**src/rtl/dsa_mem_arbiter.sv**
```systemverilog
// -----------------------------------------------------------------------------
// dsa_mem_arbiter
//
// Purpose:
//   Single-port memory arbiter for the DSA pixel datapath. Three requesters
//   share one synchronous-read memory:
//     - ext : host access (read or write), always highest priority
//     - wr  : datapath writeback
//     - rd  : pixel-fetch read, which may lock the memory for a burst
//   At most one requester is granted per cycle. Grants are combinational from
//   the live requests and the registered state. The granted command drives the
//   mem_* port in the same cycle. Read data returns one cycle later on rdata,
//   tagged by rd_valid or ext_rvalid.
//
// Arbitration:
//   ARB     : ext > rd (starved, wait_cnt >= STARVE_LIMIT) > wr > rd
//   RD_LOCK : ext > rd > wr (wr only when rd_req is low)
//   ARB -> RD_LOCK when rd is granted with rd_lock high.
//   RD_LOCK -> ARB when rd_req or rd_lock is low, unless ext is granted that
//   cycle (a host access never disturbs a running burst).
//
// Parameters:
//   ADDR_WIDTH   : width of every address port
//   STARVE_LIMIT : fetch wait cycles before rd is promoted above wr
//
// Ports:
//   clk, rst                          : clock, synchronous active-high reset
//   ext_req/ext_we/ext_addr/ext_wdata : host request, ext_gnt grant
//   wr_req/wr_addr/wr_wdata           : writeback request, wr_gnt grant
//   rd_req/rd_lock/rd_addr            : fetch request, rd_gnt grant
//   rd_valid, ext_rvalid              : rdata qualifiers (1-cycle latency)
//   rdata                             : pass-through of mem_data_out
//   mem_read_en/mem_write_en/mem_addr/mem_data_in/mem_data_out : memory port
//   conflict_count                    : cycles with >= 2 concurrent requests
//
// Build option:
//   DSA_ARB_STATS_EN : when defined, conflict_count is a live 32-bit wrapping
//                      counter; otherwise it is tied to zero.
// -----------------------------------------------------------------------------
module dsa_mem_arbiter #(
    parameter int ADDR_WIDTH   = 18,
    parameter int STARVE_LIMIT = 8
) (
    input  logic                  clk,
    input  logic                  rst,

    input  logic                  ext_req,
    input  logic                  ext_we,
    input  logic [ADDR_WIDTH-1:0] ext_addr,
    input  logic [7:0]            ext_wdata,
    output logic                  ext_gnt,

    input  logic                  wr_req,
    input  logic [ADDR_WIDTH-1:0] wr_addr,
    input  logic [7:0]            wr_wdata,
    output logic                  wr_gnt,

    input  logic                  rd_req,
    input  logic                  rd_lock,
    input  logic [ADDR_WIDTH-1:0] rd_addr,
    output logic                  rd_gnt,

    output logic                  rd_valid,
    output logic                  ext_rvalid,
    output logic [7:0]            rdata,

    output logic                  mem_read_en,
    output logic                  mem_write_en,
    output logic [ADDR_WIDTH-1:0] mem_addr,
    output logic [7:0]            mem_data_in,
    input  logic [7:0]            mem_data_out,

    output logic [31:0]           conflict_count
);

    // Wait counter only needs to reach STARVE_LIMIT, where it saturates.
    localparam int WAIT_W = (STARVE_LIMIT < 1) ? 1 : $clog2(STARVE_LIMIT + 1);
    localparam logic [WAIT_W-1:0] WAIT_MAX = WAIT_W'(STARVE_LIMIT);

    typedef enum logic [0:0] {
        ARB     = 1'b0,
        RD_LOCK = 1'b1
    } state_t;

    state_t              state_q, state_d;
    logic [WAIT_W-1:0]   wait_q,  wait_d;
    logic                rd_valid_q,   rd_valid_d;
    logic                ext_rvalid_q, ext_rvalid_d;
    logic                starved;

    assign starved = (wait_q >= WAIT_MAX);

    // -------------------------------------------------------------------------
    // Grant selection and next state
    // -------------------------------------------------------------------------
    always_comb begin
        state_d = state_q;
        ext_gnt = 1'b0;
        wr_gnt  = 1'b0;
        rd_gnt  = 1'b0;

        // Reset holds every grant low; the register block forces ARB.
        if (!rst) begin
            case (state_q)
                ARB: begin
                    if (ext_req) begin
                        ext_gnt = 1'b1;
                    end else if (rd_req && starved) begin
                        rd_gnt = 1'b1;
                    end else if (wr_req) begin
                        wr_gnt = 1'b1;
                    end else if (rd_req) begin
                        rd_gnt = 1'b1;
                    end

                    if (rd_gnt && rd_lock) begin
                        state_d = RD_LOCK;
                    end
                end

                RD_LOCK: begin
                    // wr can only win here when rd has nothing to ask for.
                    if (ext_req) begin
                        ext_gnt = 1'b1;
                    end else if (rd_req) begin
                        rd_gnt = 1'b1;
                    end else if (wr_req) begin
                        wr_gnt = 1'b1;
                    end

                    // A host access steals one cycle but leaves the burst
                    // ownership untouched.
                    if (!ext_gnt && (!rd_req || !rd_lock)) begin
                        state_d = ARB;
                    end
                end

                default: state_d = ARB;
            endcase
        end
    end

    // -------------------------------------------------------------------------
    // Memory command mux: the single granted command, or all zeros when idle
    // -------------------------------------------------------------------------
    always_comb begin
        mem_read_en  = 1'b0;
        mem_write_en = 1'b0;
        mem_addr     = '0;
        mem_data_in  = '0;

        if (ext_gnt) begin
            mem_read_en  = ~ext_we;
            mem_write_en = ext_we;
            mem_addr     = ext_addr;
            mem_data_in  = ext_we ? ext_wdata : 8'd0;
        end else if (wr_gnt) begin
            mem_write_en = 1'b1;
            mem_addr     = wr_addr;
            mem_data_in  = wr_wdata;
        end else if (rd_gnt) begin
            mem_read_en  = 1'b1;
            mem_addr     = rd_addr;
        end
    end

    // -------------------------------------------------------------------------
    // Starvation counter and read-valid tags
    // -------------------------------------------------------------------------
    always_comb begin
        wait_d = '0;
        if (rd_req && !rd_gnt) begin
            wait_d = (wait_q == WAIT_MAX) ? wait_q : wait_q + 1'b1;
        end

        rd_valid_d   = rd_gnt;
        ext_rvalid_d = ext_gnt & ~ext_we;
    end

    always_ff @(posedge clk) begin
        if (rst) begin
            state_q      <= ARB;
            wait_q       <= '0;
            rd_valid_q   <= 1'b0;
            ext_rvalid_q <= 1'b0;
        end else begin
            state_q      <= state_d;
            wait_q       <= wait_d;
            rd_valid_q   <= rd_valid_d;
            ext_rvalid_q <= ext_rvalid_d;
        end
    end

    // The tag registers still hold the pre-reset grant during the first reset
    // cycle, so they are masked to keep a read issued just before reset from
    // ever appearing valid.
    assign rd_valid   = rd_valid_q   & ~rst;
    assign ext_rvalid = ext_rvalid_q & ~rst;
    assign rdata      = mem_data_out;

    // -------------------------------------------------------------------------
    // Optional contention statistics
    // -------------------------------------------------------------------------
`ifdef DSA_ARB_STATS_EN
    logic [31:0] conflict_q, conflict_d;
    logic        multi_req;

    assign multi_req = (ext_req & wr_req) | (ext_req & rd_req) | (wr_req & rd_req);

    always_comb begin
        conflict_d = conflict_q;
        if (multi_req) begin
            conflict_d = conflict_q + 32'd1;   // wraps naturally at 2^32
        end
    end

    always_ff @(posedge clk) begin
        if (rst) begin
            conflict_q <= '0;
        end else begin
            conflict_q <= conflict_d;
        end
    end

    assign conflict_count = rst ? 32'd0 : conflict_q;
`else
    assign conflict_count = 32'd0;
`endif

endmodule

```
**config.mk**
```make
export PLATFORM = sky130hd
export DESIGN_NAME = dsa_mem_arbiter
export DESIGN_NICKNAME = d
export VERILOG_FILES = /design/src/rtl/dsa_mem_arbiter.sv
export SDC_FILE = /design/constraint.sdc
export NUM_CORES = 1
export LEC_CHECK = 0
export CORE_MARGIN = 5
export CORE_UTILIZATION = 24
export DETAILED_ROUTE_END_ITERATION = 8
export PLACE_DENSITY = 0.94
export SLEW_MARGIN = 25
export SYNTH_ARGS = -nofsm -noshare
export SYNTH_HDL_FRONTEND = slang
export SYNTH_SLANG_ARGS = --single-unit
```
**constraint.sdc**
```tcl
create_clock -name clk -period 2.01 [get_ports clk]
set_input_delay 0.5025 -clock clk [delete_from_list [all_inputs] [get_ports clk]]
set_output_delay 0.5025 -clock clk [all_outputs]
set_load 0.1 [all_outputs]
```
Word level (Yosys, flattened, before mapping)
Cells that the tools add are included.
{ "word_totals": {"ff_bits": 7, "in_bits": 85, "out_inout_bits": 73, "word_cells": 59} }
{ "op_classes": {"add_sub_neg": 1, "order_cmp": 1, "n_eq_ne": 1, "mux": 35, "n_bitwise": 7, "reduce_logical": 10} }
{ "op_table": {"columns": ["operator", "n"], "rows": [
  ["$mux W18", 3],
  ["$mux W1", 25],
  ["$mux W8", 3],
  ["$pmux W1 S2", 4],
  ["$add A4 B1 Y4 const B", 1],
  ["$eq A4 B4 Y1 const B", 1],
  ["$ge A4 B4 Y1 const B", 1],
  ["$logic_and A1 B1 Y1", 4],
  ["$logic_not A1 Y1", 4],
  ["$not A1 Y1", 4],
  ["$and A1 B1 Y1", 3],
  ["$reduce_or A2 Y1", 1],
  ["$logic_or A1 B1 Y1", 1]
]} }

Logic depth before layout (Yosys ltp)
{ "logic_depth": {"depth_word": 12, "ltp_mapped": 5} }

Least setup slack after synthesis
No wires, ideal clock.
{ "synth_timing": {"kind": "input -> output", "start": "input port ext_req", "end": "output port mem_addr[3]", "arrival_time_ns": 2.634, "required_time_ns": 1.507, "path_slack_ns": -1.126, "path_stages": 4, "path_cell_list": "nor2b_1 clkbuf_1 and2_1 a221o_1"} }
{ "synth_via": {"elab_cells_between_ends": 18, "cone_classes": "mux: 18"} }
{ "synth_rtl": {"columns": ["item", "line_no", "text"], "rows": [
  ["start, declared", "47", "input logic ext_req,"],
  ["$mux W1 (*)", "106, 123", null],
  ["$mux W1", "104", "case (state_q)"],
  ["$mux W1", "103", "if (!rst) begin"],
  ["$pmux W1 S2 (*)", "104", null],
  ["$mux W1 (*)", "103", null],
  ["net ext_gnt", "51", "output logic ext_gnt,"],
  ["$mux W18 (*)", "152", "if (ext_gnt) begin"],
  ["end, declared", "69", "output logic [ADDR_WIDTH-1:0] mem_addr,"]
]} }
The timed path passes the listed nets; every way through them passes the cells marked *. The select of a mux whose other input is x is not followed.

Worst setup path after layout
{ "layout_timing": {"start": "register wait_q[3]", "end": "output port mem_addr[14]"} }
{ "layout_via": {"elab_chain_cells": 11, "elab_cells_between_ends": 15, "cone_classes": "order compare: 1; mux: 13; reduce/logical: 1"} }
{ "layout_rtl": {"columns": ["item", "line_no", "text"], "rows": [
  ["start, declared", "86", "logic [WAIT_W-1:0] wait_q, wait_d;"],
  ["start signal, assigned", "188", "wait_q <= wait_d;"],
  ["$ge A4 B4 Y1 (*)", "91", "assign starved = (wait_q >= WAIT_MAX);"],
  ["$logic_and A1 B1 Y1 (*)", "108", "end else if (rd_req && starved) begin"],
  ["$mux W1", "108", null],
  ["$mux W1", "106", "if (ext_req) begin"],
  ["$mux W1", "104", null],
  ["$mux W1", "103", null],
  ["$pmux W1 S2", "104", null],
  ["$mux W1", "103", null],
  ["$mux W18", "161", "end else if (rd_gnt) begin"],
  ["$mux W18 (*)", "157", "end else if (wr_gnt) begin"],
  ["$mux W18 (*)", "152", null]
]} }
Every way passes the cells marked *; elsewhere a longest branch is shown, timed or not. The select of a mux whose other input is x is not followed.

==> reports/summary.txt <==
GRT Overall Usage: 19.2%
Post-Route Skew: 0.00886 ns
vias per inst: 4.71
Longest Clk Path Bufs: 2
first-pass GRT wire length: 9100 µm
largest net degree at the start of global routing: 17
initial antenna violation count: 0
final hold viol count: 0
Synth Register Bits: 7
CTS sink cnt: 7
DPL Wire Length: 4620 µm
final period utilization: 112%
Die ar.: 6000 µm²
Max Freq: 444 MHz
Worst Path Required: 1.51 ns
CP max FO: 5
Worst-Skew Late Latency: 0.23 ns
Max-cap violations: 0
PortBufs: 109
Yosys top cell by area: buf_4
NetSw: 0.786 mW
WL per Instance: 18.9 µm
VDD IR max: 0.442 mV
outcome: finished, violations left
design area: 3110 µm²
DP Area: 2810 µm²
final core occ: 70.9%
CTS tree: yes
clock slew at reported path FFs: 0.05 ns
Seq pwr share: 9.8%
worst setup path endpoint: mem_addr[14]
Combinational Power Share: 76.8%
Syn Inst Count: 136
worst reg2reg endpoint: wait_q[3]
Internal Power: 0.707 mW
Post-Syn Area: 1090 µm²
worst-case reg-to-reg path depth: 6
Leak: 1.36 nW
Initial Util: 24.9%
First DRT Iteration DRCs: 34
Antenna Diode Count: 0
Area contributors post-synth: buf_4, a221o_1, dfxtp_1, and2_1, a22o_1
CP Capture Type: output pin
fin worst setup slack: -0.243 ns
commonest non-fill, non-tap cell in the layout: clkdlybuf4s50_1
synth unique cells: 30
Vias: 1501
vias in the first global route: 1636
Max Slew Vio Count: 0
Critical Path Start: wait_q[3]
clock share of power: 13.4%
switching share of power: 52.7%
CP arrival: 1.75 ns
RSZ-0062 raised after global routing: true
post-synth top area share: 27.5%
Worst setup SP type: flop
WHS: 0.502 ns
DRT antenna net count: 0
leading cell types in the layout, fill and taps excluded: clkdlybuf4s50_1, buf_12, conb_1
Die Y: 77.5 µm
clock buffer count from CTS: 3
root buffer cell: clkbuf_8
Avg Inst Size Synth: 8.03 µm²
fin crit period: 2.25 ns
worst reg-to-reg setup slack: 0.77 ns
layout cells sized above 1: 42.3%
die span in x: 77.5 µm
Pre-antenna DRT Iters: 4
Syn-to-layout area delta: 185%
power density cells: 480 nW/µm²
core area: 4380 µm²
failing checks: negative setup slack
gpl congestion: 0.733
Worst Hold Depth: 2
IO Count: 158
row count: 24
synth warn: 0
worst setup path category: flop to output pin
Post-Route WL: 6040 µm
# setup viols final: 29
Reg-to-Reg Start: wait_q[3]
pre-CTS setup slack: -0.664 ns
sequential area share after synthesis: 12.8%
CTS H-tree lvls: 1
# DRC: 0
GRT Residual Overflow: 0
Hold/Removal Path Class: flop to flop
nets@finish: 355
CTS Hold Bufs: 0
[per-layer routing]
metal | routed length, µm | GRT usage (%)
met1 | 2050 | 19.5
met2 | 3280 | 37.2
met3 | 527 | 5.32
met4 | 184 | 6.19
met5 | 0 | 0
[sequential cells by signal, indices dropped and copies added, names as in the netlist]
name          flops
wait_q            4
ext_rvalid_q      1
rd_valid_q        1
state_q           1
[synthesized netlist by cell type, drive strengths merged]
cell type	n
mux2i	1
and3	3
conb	1
buf	46
and2	17
ha	2
nand3	1
nor3b	2
xnor2	2
a21oi	3
and2b	1
nor2b	4
a221o	18
dfxtp	7
inv	3
or2	2
clkbuf	2
o21a	1
o21ai	2
a22o	8
nor4b	2
nand2	1
nand3b	2
nor2	4
nand2b	1
[final cells by class]
cell class	count	area (µm²)
sequential	7	145
timing repair buffer	144	1850
clock buffer	4	45.0
inverter	3	11.3
tap	52	65.1
fill	282	1270
multi-input combinational	109	995
[cells by family after synthesis]
family / count (synthesis) / synth area share [%]
XOR/XNOR: 2 / 1.60
other: 1 / 0.343
flip-flops: 7 / 12.8
multiplexers: 1 / 0.916
buffers and inverters: 51 / 33.0
adder cells (fa/ha/maj): 2 / 2.29
AO/OA/AOI/OAI: 32 / 25.9
AND/OR/NAND/NOR: 40 / 23.1
[power by group through the flow]
stage               registers [mW]  logic (mW)  clock network, mW
detailed placement           0.149        1.10                  0
finish                       0.146        1.15              0.199
global route                 0.147        1.17              0.219
CTS                          0.147        1.14              0.205
global placement             0.149        1.08                  0
floorplan                    0.149       0.823                  0
[critical path: stages (launching register included)]
cell	delay, ns
dfxtp_4	0.34
nor3b_4	0.24
nor4b_4	0.08
buf_4	0.17
buf_12	0.14
a221o_2	0.38
buf_12	0.17
[metrics by stage]
| stage | TNS (ns) | power [mW] | cells |
|---|---|---|---|
| 3_3_place_gp | -17.72 | 1.23 | 300 |
| 4_1_cts | -5.39 | 1.49 | 319 |
| 2_1_floorplan | -1.80 | 0.972 | 167 |
| 5_1_grt | -6.58 | 1.54 | 319 |
| 6_report | -5.23 | 1.49 | 319 |
| 3_5_place_dp | -18.81 | 1.25 | 300 |
[what timing repair did]
action	4_1_cts	5_1_grt
resized for setup	44	7
buffers inserted	12	1
cloned	3	0
setup endpoints to repair	33	30
pin swaps	12	10
hold endpoints to repair	0	0
[worst min-delay path by stage]
stage,startpoint,endpoint,slack [ns]
after detailed placement,wait_q[2],wait_q[2],0.49
after global placement,wait_q[2],wait_q[2],0.47
final,wait_q[2],wait_q[2],0.50
after floorplan,wait_q[2],wait_q[2],0.47
after CTS,wait_q[2],wait_q[2],0.50
after global routing,wait_q[2],wait_q[2],0.52
Power figures use the tool's default switching activity.
